$ cat src/rtl/dac_wave_gen.sv
// dac_wave_gen: dual-channel saw/square/triangle/DC sample source feeding a 12-bit offset-binary DAC
module dac_wave_gen #(
    parameter int PHASE_W  = 24,
    parameter int TICK_DIV = 50
) (
    input  logic               clk,
    input  logic               rst,
    input  logic               enable,
    input  logic               sync,
    input  logic [PHASE_W-1:0] FTW_A,
    input  logic [PHASE_W-1:0] FTW_B,
    input  logic [1:0]         WAVE_A,
    input  logic [1:0]         WAVE_B,
    input  logic [3:0]         ATT_A,
    input  logic [3:0]         ATT_B,
    output logic [11:0]        DATA_A,
    output logic [11:0]        DATA_B,
    output logic               data_valid
);
    localparam int DIV_W = $clog2(TICK_DIV);

    logic [DIV_W-1:0]   div_q, div_d;
    logic [PHASE_W-1:0] phase_a_q, phase_a_d, phase_b_q, phase_b_d;
    logic [1:0]         wave_a_q, wave_a_d, wave_b_q, wave_b_d;
    logic [3:0]         att_a_q, att_a_d, att_b_q, att_b_d;
    logic [11:0]        data_a_q, data_a_d, data_b_q, data_b_d;
    logic               pend_q, pend_d, valid_q, valid_d, tick, fire;

    function automatic logic [11:0] shape(input logic [PHASE_W-1:0] ph, input logic [1:0] wv, input logic [3:0] at);
        logic [11:0]       w;
        logic signed [12:0] s;
        w = wv == 2'b00 ? ph[PHASE_W-1 -: 12] :
            wv == 2'b01 ? {12{ph[PHASE_W-1]}} :
            wv == 2'b10 ? (ph[PHASE_W-1] ? ~ph[PHASE_W-2 -: 12] : ph[PHASE_W-2 -: 12]) :
            12'h800;
        s = $signed({1'b0, w}) - 13'sd2048;
        return at >= 4'd12 ? 12'h800 : 12'((s >>> at) + 13'sd2048);
    endfunction

    assign DATA_A     = data_a_q;
    assign DATA_B     = data_b_q;
    assign data_valid = valid_q;

    // Next state: divider, phase step and setting capture on tick, sample output one edge later; sync overrides all
    always_comb begin
        tick      = enable && div_q == DIV_W'(TICK_DIV - 1);
        fire      = pend_q && !sync;
        div_d     = (sync || tick) ? '0 : enable ? div_q + DIV_W'(1) : div_q;
        phase_a_d = sync ? '0 : tick ? phase_a_q + FTW_A : phase_a_q;
        phase_b_d = sync ? '0 : tick ? phase_b_q + FTW_B : phase_b_q;
        wave_a_d  = tick ? WAVE_A : wave_a_q;
        wave_b_d  = tick ? WAVE_B : wave_b_q;
        att_a_d   = tick ? ATT_A : att_a_q;
        att_b_d   = tick ? ATT_B : att_b_q;
        pend_d    = tick && !sync;
        valid_d   = fire;
        data_a_d  = fire ? shape(phase_a_q, wave_a_q, att_a_q) : data_a_q;
        data_b_d  = fire ? shape(phase_b_q, wave_b_q, att_b_q) : data_b_q;
    end

    // State registers; reset parks outputs at midscale and drops any pending update
    always_ff @(posedge clk or negedge rst) begin
        if (!rst) begin
            div_q     <= '0;
            phase_a_q <= '0;
            phase_b_q <= '0;
            wave_a_q  <= 2'b00;
            wave_b_q  <= 2'b00;
            att_a_q   <= 4'd0;
            att_b_q   <= 4'd0;
            data_a_q  <= 12'h800;
            data_b_q  <= 12'h800;
            pend_q    <= 1'b0;
            valid_q   <= 1'b0;
        end else begin
            div_q     <= div_d;
            phase_a_q <= phase_a_d;
            phase_b_q <= phase_b_d;
            wave_a_q  <= wave_a_d;
            wave_b_q  <= wave_b_d;
            att_a_q   <= att_a_d;
            att_b_q   <= att_b_d;
            data_a_q  <= data_a_d;
            data_b_q  <= data_b_d;
            pend_q    <= pend_d;
            valid_q   <= valid_d;
        end
    end
endmodule

$ cat config.mk
export PLATFORM = sky130hd
export DESIGN_NAME = dac_wave_gen
export DESIGN_NICKNAME = d
export VERILOG_FILES = /design/src/rtl/dac_wave_gen.sv
export SDC_FILE = /design/constraint.sdc
export NUM_CORES = 1
export LEC_CHECK = 0
export CORE_UTILIZATION = 52
export CTS_BUF_LIST = sky130_fd_sc_hd__clkbuf_16
export CTS_CLUSTER_DIAMETER = 100
export DETAILED_ROUTE_END_ITERATION = 6
export GPL_TIMING_DRIVEN = 0
export PLACE_DENSITY = 0.78
export SETUP_SLACK_MARGIN = 0.5
export SYNTH_ARGS = -nofsm -noshare
export SYNTH_HDL_FRONTEND = slang
export SYNTH_SLANG_ARGS = --single-unit
$ cat constraint.sdc
create_clock -name clk -period 2.6 [get_ports clk]
set_input_delay 0.52 -clock clk [delete_from_list [all_inputs] [get_ports clk]]
set_output_delay 0.52 -clock clk [all_outputs]
set_load 0.1 [all_outputs]
== Word-level counts from Yosys, hierarchy flattened ==
Cells that the tools add are included.
Storage, ports and cells
  register bits after elaboration: 92
  output and inout port bits: 25
Operators by class
  add/sub/neg operators: 7
  $lt $le $gt $ge: 2
  equal/unequal tests: 5
  shifts and indexed selects: 2
  muxes and demuxes: 16
  bitwise gates (word level): 2
  reduce and logical (&&, ||, !) cells: 9
Operators by type and width (number)
  two-way mux 12 bit: 10
  two-way mux 24 bit: 4
  adder 24 bit: 2
  >>> shifter 13 x 4 -> 12 bit: 2
  subtractor 12 x 12 -> 13 bit (second input constant): 2
  adder 12 bit (second input constant): 2
  NOT 12 bit: 2
  two-way mux 6 bit: 2
  >= comparator 4 bit (second input constant): 2
  adder 6 x 1 -> 6 bit (second input constant): 1
  equality test 6 bit (second input constant): 1
  equality test 2 x 1 -> 1 bit (second input constant): 2
  equality test 2 bit (second input constant): 2
  logical NOT 2 bit: 2
  nonzero test 2 bit: 2
  logical AND 1 bit: 3
  logical NOT 1 bit: 1
  logical OR 1 bit: 1

== Logic depth before layout (Yosys ltp) ==
Gate-level depths: netlist (run 1).
  depth in word-level cells: 9
  mapped depth: 11
  depth with buffers taken out: 10

== Worst setup path before layout (run 1) ==
Ideal clock, no wire load.
  path kind: input to register
  start: input FTW_A[0]
  end: register phase_a_q[22]
  setup time: 0.082 ns
  data arrival time: 2.870 ns
  path slack: -0.352 ns
  cell stages on the path: 10
  path through: ha_1 fa_1 a21oi_2 o211ai_2 a211o_1 o41a_1 o2111ai_2 a21boi_1 or3_1 a31oi_1
On the way
  cells in the longest elaborated chain, start to end: 3
Ends and longest elaborated chain
  start: declaration: RTL line 10  | input logic [PHASE_W-1:0] FTW_A,
  adder 24 bit: RTL line 49  | phase_a_d = sync ? '0 : tick ? phase_a_q + FTW_A : phase_a_q;
  two-way mux 24 bit (2 in a row): RTL line 49
  end signal: assignment: RTL line 77  | phase_a_q <= phase_a_d;
  end: declaration: RTL line 23  | logic [PHASE_W-1:0] phase_a_q, phase_a_d, phase_b_q, phase_b_d;
Every way passes these cells. The select of a mux whose other input is x is not followed.
A chain may end at the register's enable or synchronous reset.

== Worst setup path in the final report (run 1) ==
  start: register phase_a_q[0]
  end: register phase_a_q[22]
On the way
  cells in the longest elaborated chain, start to end: 3
Ends and longest elaborated chain (RTL line)
  adder 24 bit: 49
  two-way mux 24 bit (2 in a row): 49
Every way passes these cells. The select of a mux whose other input is x is not followed.

==> impl_results.md, run 1 <==
* Status: complete, but fails checks
* Violated checks: setup timing
* Layout Nets at 1209
* Synthesized Nets at 1030
* Cts bufs inserted at 9
* Post-place setup slack at -985 ps
* Final setup margin at -407 ps
* Worst-path fanout max at 3
* Initial drt markers at 627
* Vias in the first global route at 7367
* Post-synth ARST share at 1.00
* Seq/Total Area, Yosys at 0.310
* Crit end category: flip-flop
* Die area at 14800 um2
* Top cell type's share of synthesized area at 0.303
* Synth cell count leaders: nand2_1, nor2_1, dfrtp_1, a21oi_1, o21ai_0
* DRT antenna net count at 0
* Synthesized area per cell at 8.11 um2
* Die X-Extent at 122 um
* Worst r2r path cells at 10
* Clk sinks at 92
* End of the worst register-to-register path: phase_a_q[22]$_DFFE_PN0N_
* Gpl congestion at 0.938
* Slew HR at 0.367
* First-pass GRT wire length at 35200 um
* Critical-path cell list: ha_4, fa_2, a21oi_2, o211ai_2, a211o_1, o41a_1, o2111ai_2, a21boi_2, or3_1, a31oi_1
* Max-slew violation count at 0
* CP Buf/Inv Count at 0
* Grt total ovfl at 0
* CP max stage delay at 410 ps
* Drt via density at 6.15
* Final hold vios at 0
* Wirelength, routed at 23700 um
* CTS Root Cell: clkbuf_16
* YS warnings at 0
* Tmin final at 3010 ps
* Top delay family on crit path: compound AO/OA/AOI/OAI gates
* Reg2reg start: phase_a_q[0]$_DFFE_PN0N_
* Starting density of the core at 0.533
* EDFF count, synth at 0
* Cell Area, Synth at 7430 um2
* H-Tree Depth at 3
* RSZ-0062 raised after global routing: yes
* Total of max-cap violations at 0
* Diode count at 0
* Count leader, synth: nand2_1
* VDD IR max at 0.000594 V
* Worst-Margin Slew at 954 ps
* Flop-to-flop setup slack at -410 ps
* Core Rows at 43
* Hold/Removal Path Class: input port to asynchronous set/reset pin
* Ports at 89
* Worst skew pair latency at 360 ps
* P_leak at 0.00443 uW
* # hold bufs at CTS at 0
* Cells after synthesis at 916
* Largest net degree at the start of global routing at 58
* Biggest area consumer among synthesized cells: dfrtp_1
* Fin Clk Skew at 7.36 ps
* Initial antenna violation count at 0
* CTS tree: built
* PwrDens at 281 nW/um2
* Worst Setup SP: phase_a_q[0]$_DFFE_PN0N_
* Vias at 7875
* Critical path data required time at 2870 ps
* Core Footprint at 13900 um2
* Seq cells post-synth at 92
* Crit path DAT at 3280 ps
* Longest Clk Path Bufs at 2
* Port bufs at 87
* Drt wl/cell at 18.6 um
* Die H at 122 um
* Worst Setup Path Type: flip-flop to flip-flop
* Clock transition at the registers of the reported paths at 70 ps
* F_max at 333 MHz
* All-Layer GR Usage at 0.300
* Layout cells sized above 1 at 0.309
* Final Power at 3060 uW
* Final period utilization at 1.16
* Post-DP HPWL at 14200 um
* Area Growth Syn to Fin at 46.6%
* Remaining DRCs at 0
* CP Launch Type: flip-flop
* Count of cell types in the netlist at 74
* Drt pass-1 iters at 6
* Top cells by area, synth: dfrtp_1, ha_1, nand2_1, a21oi_1, xnor2_1
* Ys flop type: dfrtp_1
* # setup viols final at 8
* CP max-delay cell: dfrtp_1
sequential cells by signal, summed over array words and instances, names as in the netlist:
signal and count:
div_q 6, DATA_A 12, att_a_q 4, data_valid 1, wave_a_q 2, wave_b_q 2, pend_q 1, phase_a_q 24
phase_b_q 24, DATA_B 12, att_b_q 4
where the power goes:
group          internal, uW  switching (uW)  total, uW
Combinational           176             199        375
Sequential             1430            5.02       1440
Clock                   645             601       1250
final cells by class:
cell class | instances | area [um2]
timing repair buffer | 168 | 1520
fill | 870 | 3040
tap | 180 | 225
multi-input combinational | 748 | 6110
sequential | 92 | 2310
inverter | 18 | 67.6
clock buffer | 9 | 225
buffer | 58 | 394
clock inverter | 7 | 45.0
repair_timing:
| item | CTS | global route |
|---|---|---|
| pin swaps | 102 | 96 |
| setup buffers | 49 | 29 |
| gates resized for setup | 194 | 193 |
| cloned | 2 | 0 |
| setup endpoints to repair | 98 | 94 |
kinds of logic (layout without fill, tap and decap cells):
logic type               count (synthesis)  after routing  synth area share
AND/OR/NAND/NOR                        321            321             0.186
adder cells (fa/ha/maj)                 50             50            0.0862
AO/OA/AOI/OAI                          298            298             0.262
multiplexers                            19             19            0.0429
flip-flops                              92             92             0.310
buffers and inverters                   76            260            0.0414
XOR/XNOR                                60             60            0.0707
worst max path at each step:
stage / end / slack [ps] / cells past startpoint
detailed placement: phase_a_q[22]$_DFFE_PN0N_ / -990 / 11
floorplan: phase_a_q[22]$_DFFE_PN0N_ / -250 / 10
finish: phase_a_q[22]$_DFFE_PN0N_ / -410 / 10
CTS: phase_a_q[22]$_DFFE_PN0N_ / -240 / 10
global placement: phase_a_q[12]$_DFFE_PN0N_ / -2460 / 1
global route: phase_a_q[22]$_DFFE_PN0N_ / -510 / 10
layer usage:
metal	track usage	vias up	share of wire
li1	-	3693	-
met1	0.371	3807	0.41
met2	0.527	314	0.51
met3	0.0585	61	0.055
met4	0.0903	0	0.025
met5	0	-	0
cell usage in the layout (no fill, tap or decap), drive strengths merged, types with 20 or more instances in the layout:
| master | count |
|---|---|
| clkdlybuf4s50 | 39 |
| a21oi | 87 |
| buf | 102 |
| nand2 | 139 |
| ha | 48 |
| a211oi | 50 |
| nor2 | 98 |
| o21ai | 61 |
| dfrtp | 90 |
| clkbuf | 55 |
| xnor2 | 45 |
| nor3 | 29 |
| inv | 20 |
metrics by stage:
stage	hold slack [ps]	setup TNS, ps	instance area, um2	utilization	std cells
final	111	-1130	10900	0.782	1280
after global routing	148	-1840	10900	0.782	1280
after CTS	128	-503	10100	0.724	1251
after detailed placement	457	-11850	8850	0.635	1184
after global placement	451	-235210	8830	0.633	1183
after floorplan	224	-661	7730	-	916
(Power assumes the default switching activity.)
==> run 2: changes to the inputs <==
CORE_MARGIN = 2   (was default)
==> impl_results.md, run 2 (synthesis gave the netlist of run 1 again) <==
* F_max at 340 MHz (was 333 MHz)
* Fin Clk Skew at 6.68 ps (was 7.36 ps)
* Layout Nets at 1202 (was 1209)
* Initial drt markers at 713 (was 627)
* Clk sinks at 92 (unchanged)
* Final setup margin at -340 ps (was -407 ps)
* Drt via density at 6.14 (was 6.15)
* CTS Root Cell: clkbuf_16 (unchanged)
* VDD IR max at 0.000480 V (was 0.000594 V)
* Fin util at 0.777 (was 0.782)
* Die X-Extent at 124 um (was 122 um)
* Remaining DRCs at 0 (unchanged)
* Worst Setup Path Type: input port to flip-flop (was flip-flop to flip-flop)
* Total of max-cap violations at 0 (unchanged)
* Port bufs at 87 (unchanged)
* Die area at 15300 um2 (was 14800 um2)
* PwrDens at 293 nW/um2 (was 281 nW/um2)
* CTS tree: built (unchanged)
* Grt total ovfl at 0 (unchanged)
* First-pass GRT wire length at 33500 um (was 35200 um)
* Worst-path fanout max at 3 (unchanged)
* Worst skew pair latency at 360 ps (about the same)
* P_leak at 0.00438 uW (was 0.00443 uW)
* Violated checks: setup timing (unchanged)
* Core Rows at 43 (unchanged)
* Cts bufs inserted at 9 (unchanged)
* Drt pass-1 iters at 5 (was 6)
* Slew HR at 0.371 (was 0.367)
* Gpl congestion at 0.906 (was 0.938)
* Vias at 7819 (was 7875)
* Regs by FF count: phase_a_q (24), phase_b_q (24) (unchanged)
* RSZ-0062 raised after global routing: yes (unchanged)
* DRT antenna net count at 0 (unchanged)
* Hold slack final at 118 ps (was 111 ps)
* Reg2reg start: phase_a_q[0]$_DFFE_PN0N_ (unchanged)
* Diode count at 0 (unchanged)
* Worst-Margin Slew at 947 ps (was 954 ps)
* Max-slew violation count at 0 (unchanged)
* Design Area, Final at 10800 um2 (was 10900 um2)
* Die H at 124 um (was 122 um)
* Crit path DAT at 3220 ps (was 3280 ps)
* Status: complete, but fails checks (unchanged)
* Final hold vios at 0 (unchanged)
* Post-DP HPWL at 14100 um (was 14200 um)
* Longest Clk Path Bufs at 2 (unchanged)
* Core Footprint at 13900 um2 (unchanged)
* Largest net degree at the start of global routing at 58 (unchanged)
* All-Layer GR Usage at 0.277 (was 0.300)
* Worst Setup SP: FTW_A[0] (was phase_a_q[0]$_DFFE_PN0N_)
* Hold/Removal Path Class: input port to asynchronous set/reset pin (unchanged)
* Most common cell after layout, fill and taps aside: nand2_1 (unchanged)
* Drt wl/cell at 18.5 um (was 18.6 um)
* Vias in the first global route at 7016 (was 7367)
* Starting density of the core at 0.533 (unchanged)
* Crit end category: flip-flop (unchanged)
* Most frequent cells in the layout: nand2_1, dfrtp_1, nor2_1 (unchanged)
* H-Tree Depth at 3 (unchanged)
* # setup viols final at 11 (was 8)
* Ports at 89 (unchanged)
* Area after DPL at 8850 um2 (unchanged)
* Final period utilization at 1.13 (was 1.16)
* Area Growth Syn to Fin at 45.6% (was 46.6%)
* Critical path data required time at 2880 ps (was 2870 ps)
* Clock transition at the registers of the reported paths at 70 ps (about the same)
* CP Launch Type: input port (was flip-flop)
* Layout cells sized above 1 at 0.307 (was 0.309)
* Tmin final at 2940 ps (was 3010 ps)
* Wirelength, routed at 23600 um (was 23700 um)
* Initial antenna violation count at 0 (unchanged)
==> run 2: changes by cell type in the layout (fill, tap and decap cells not counted), moves of 3 or more <==
cell             change
nor2_4               -4
buf_4               -12
nor2_1               +4
o21ai_1              -4
buf_2                +3
clkdlybuf4s50_1      +3
o21ai_0              +4
a21oi_2              -3
clkdlybuf4s15_1      -5
a21oi_4              +3
clkbuf_2             +7
==> run 2: area by class of cell <==
type                       count  area (um2)
multi-input combinational    748        6090
fill                         887        3110
sequential                    92        2310
timing repair buffer         161        1450
buffer                        58         373
clock buffer                   9         225
tap                          180         225
clock inverter                 7        76.3
inverter                      18        67.6
==> run 2: per-layer routing <==
layer | global-route usage | share of wire | wire length (um)
met5 | 0 | 0 | 0
met4 | 0.0760 | 0.022 | 510
met3 | 0.0604 | 0.060 | 1400
met2 | 0.469 | 0.51 | 12000
met1 | 0.357 | 0.41 | 9700
==> run 2: metrics by stage <==
| step | total power [uW] | setup TNS, ps | instances | setup WS, ps |
|---|---|---|---|---|
| 2_1_floorplan | 1610 | -661 | 916 | -250 |
| 3_3_place_gp | 1780 | -235380 | 1183 | -2460 |
| 3_5_place_dp | 1790 | -11790 | 1184 | -982 |
| 4_1_cts | 3170 | -526 | 1242 | -227 |
| 5_1_grt | 3270 | -2340 | 1273 | -428 |
| 6_report | 3170 | -1360 | 1273 | -340 |
==> run 2: critical path, cell delays in order <==
cell and delay [ps]:
dlygate4sd2_1 260, ha_4 170, fa_2 380, a21oi_4 190
o211ai_2 130, a211o_1 330, o41a_1 390, o2111ai_2 250
a21boi_2 90, or3_1 310, a31oi_1 180
==> run 2: timing repair <==
action                     4_1_cts  5_1_grt
pin swaps                       93       92
setup buffers                   42       29
hold buffers                     0        0
resized for setup              174      197
setup endpoints to repair       96       99
cloned                           0        2
==> run 2: where the power goes <==
group	internal [uW]	leakage, uW	switching, uW
Sequential	1430	0.00126	4.79
Clock	751	0.000147	615
Combinational	173	0.00297	198
==> run 2: worst paths after layout <==
check,endpoint,slack [ps],cells past startpoint
max in group asynchronous,div_q[5]$_DFFE_PN0P_,1830,2
min in group clk,DATA_A[10]$_DFFE_PN0P_,470,2
hold reg to reg,DATA_A[10]$_DFFE_PN0P_,470,2
hold / removal,DATA_B[1]$_DFFE_PN0P_,120,1
setup / recovery,phase_a_q[22]$_DFFE_PN0N_,-340,11
setup reg to reg,phase_a_q[22]$_DFFE_PN0N_,-330,10
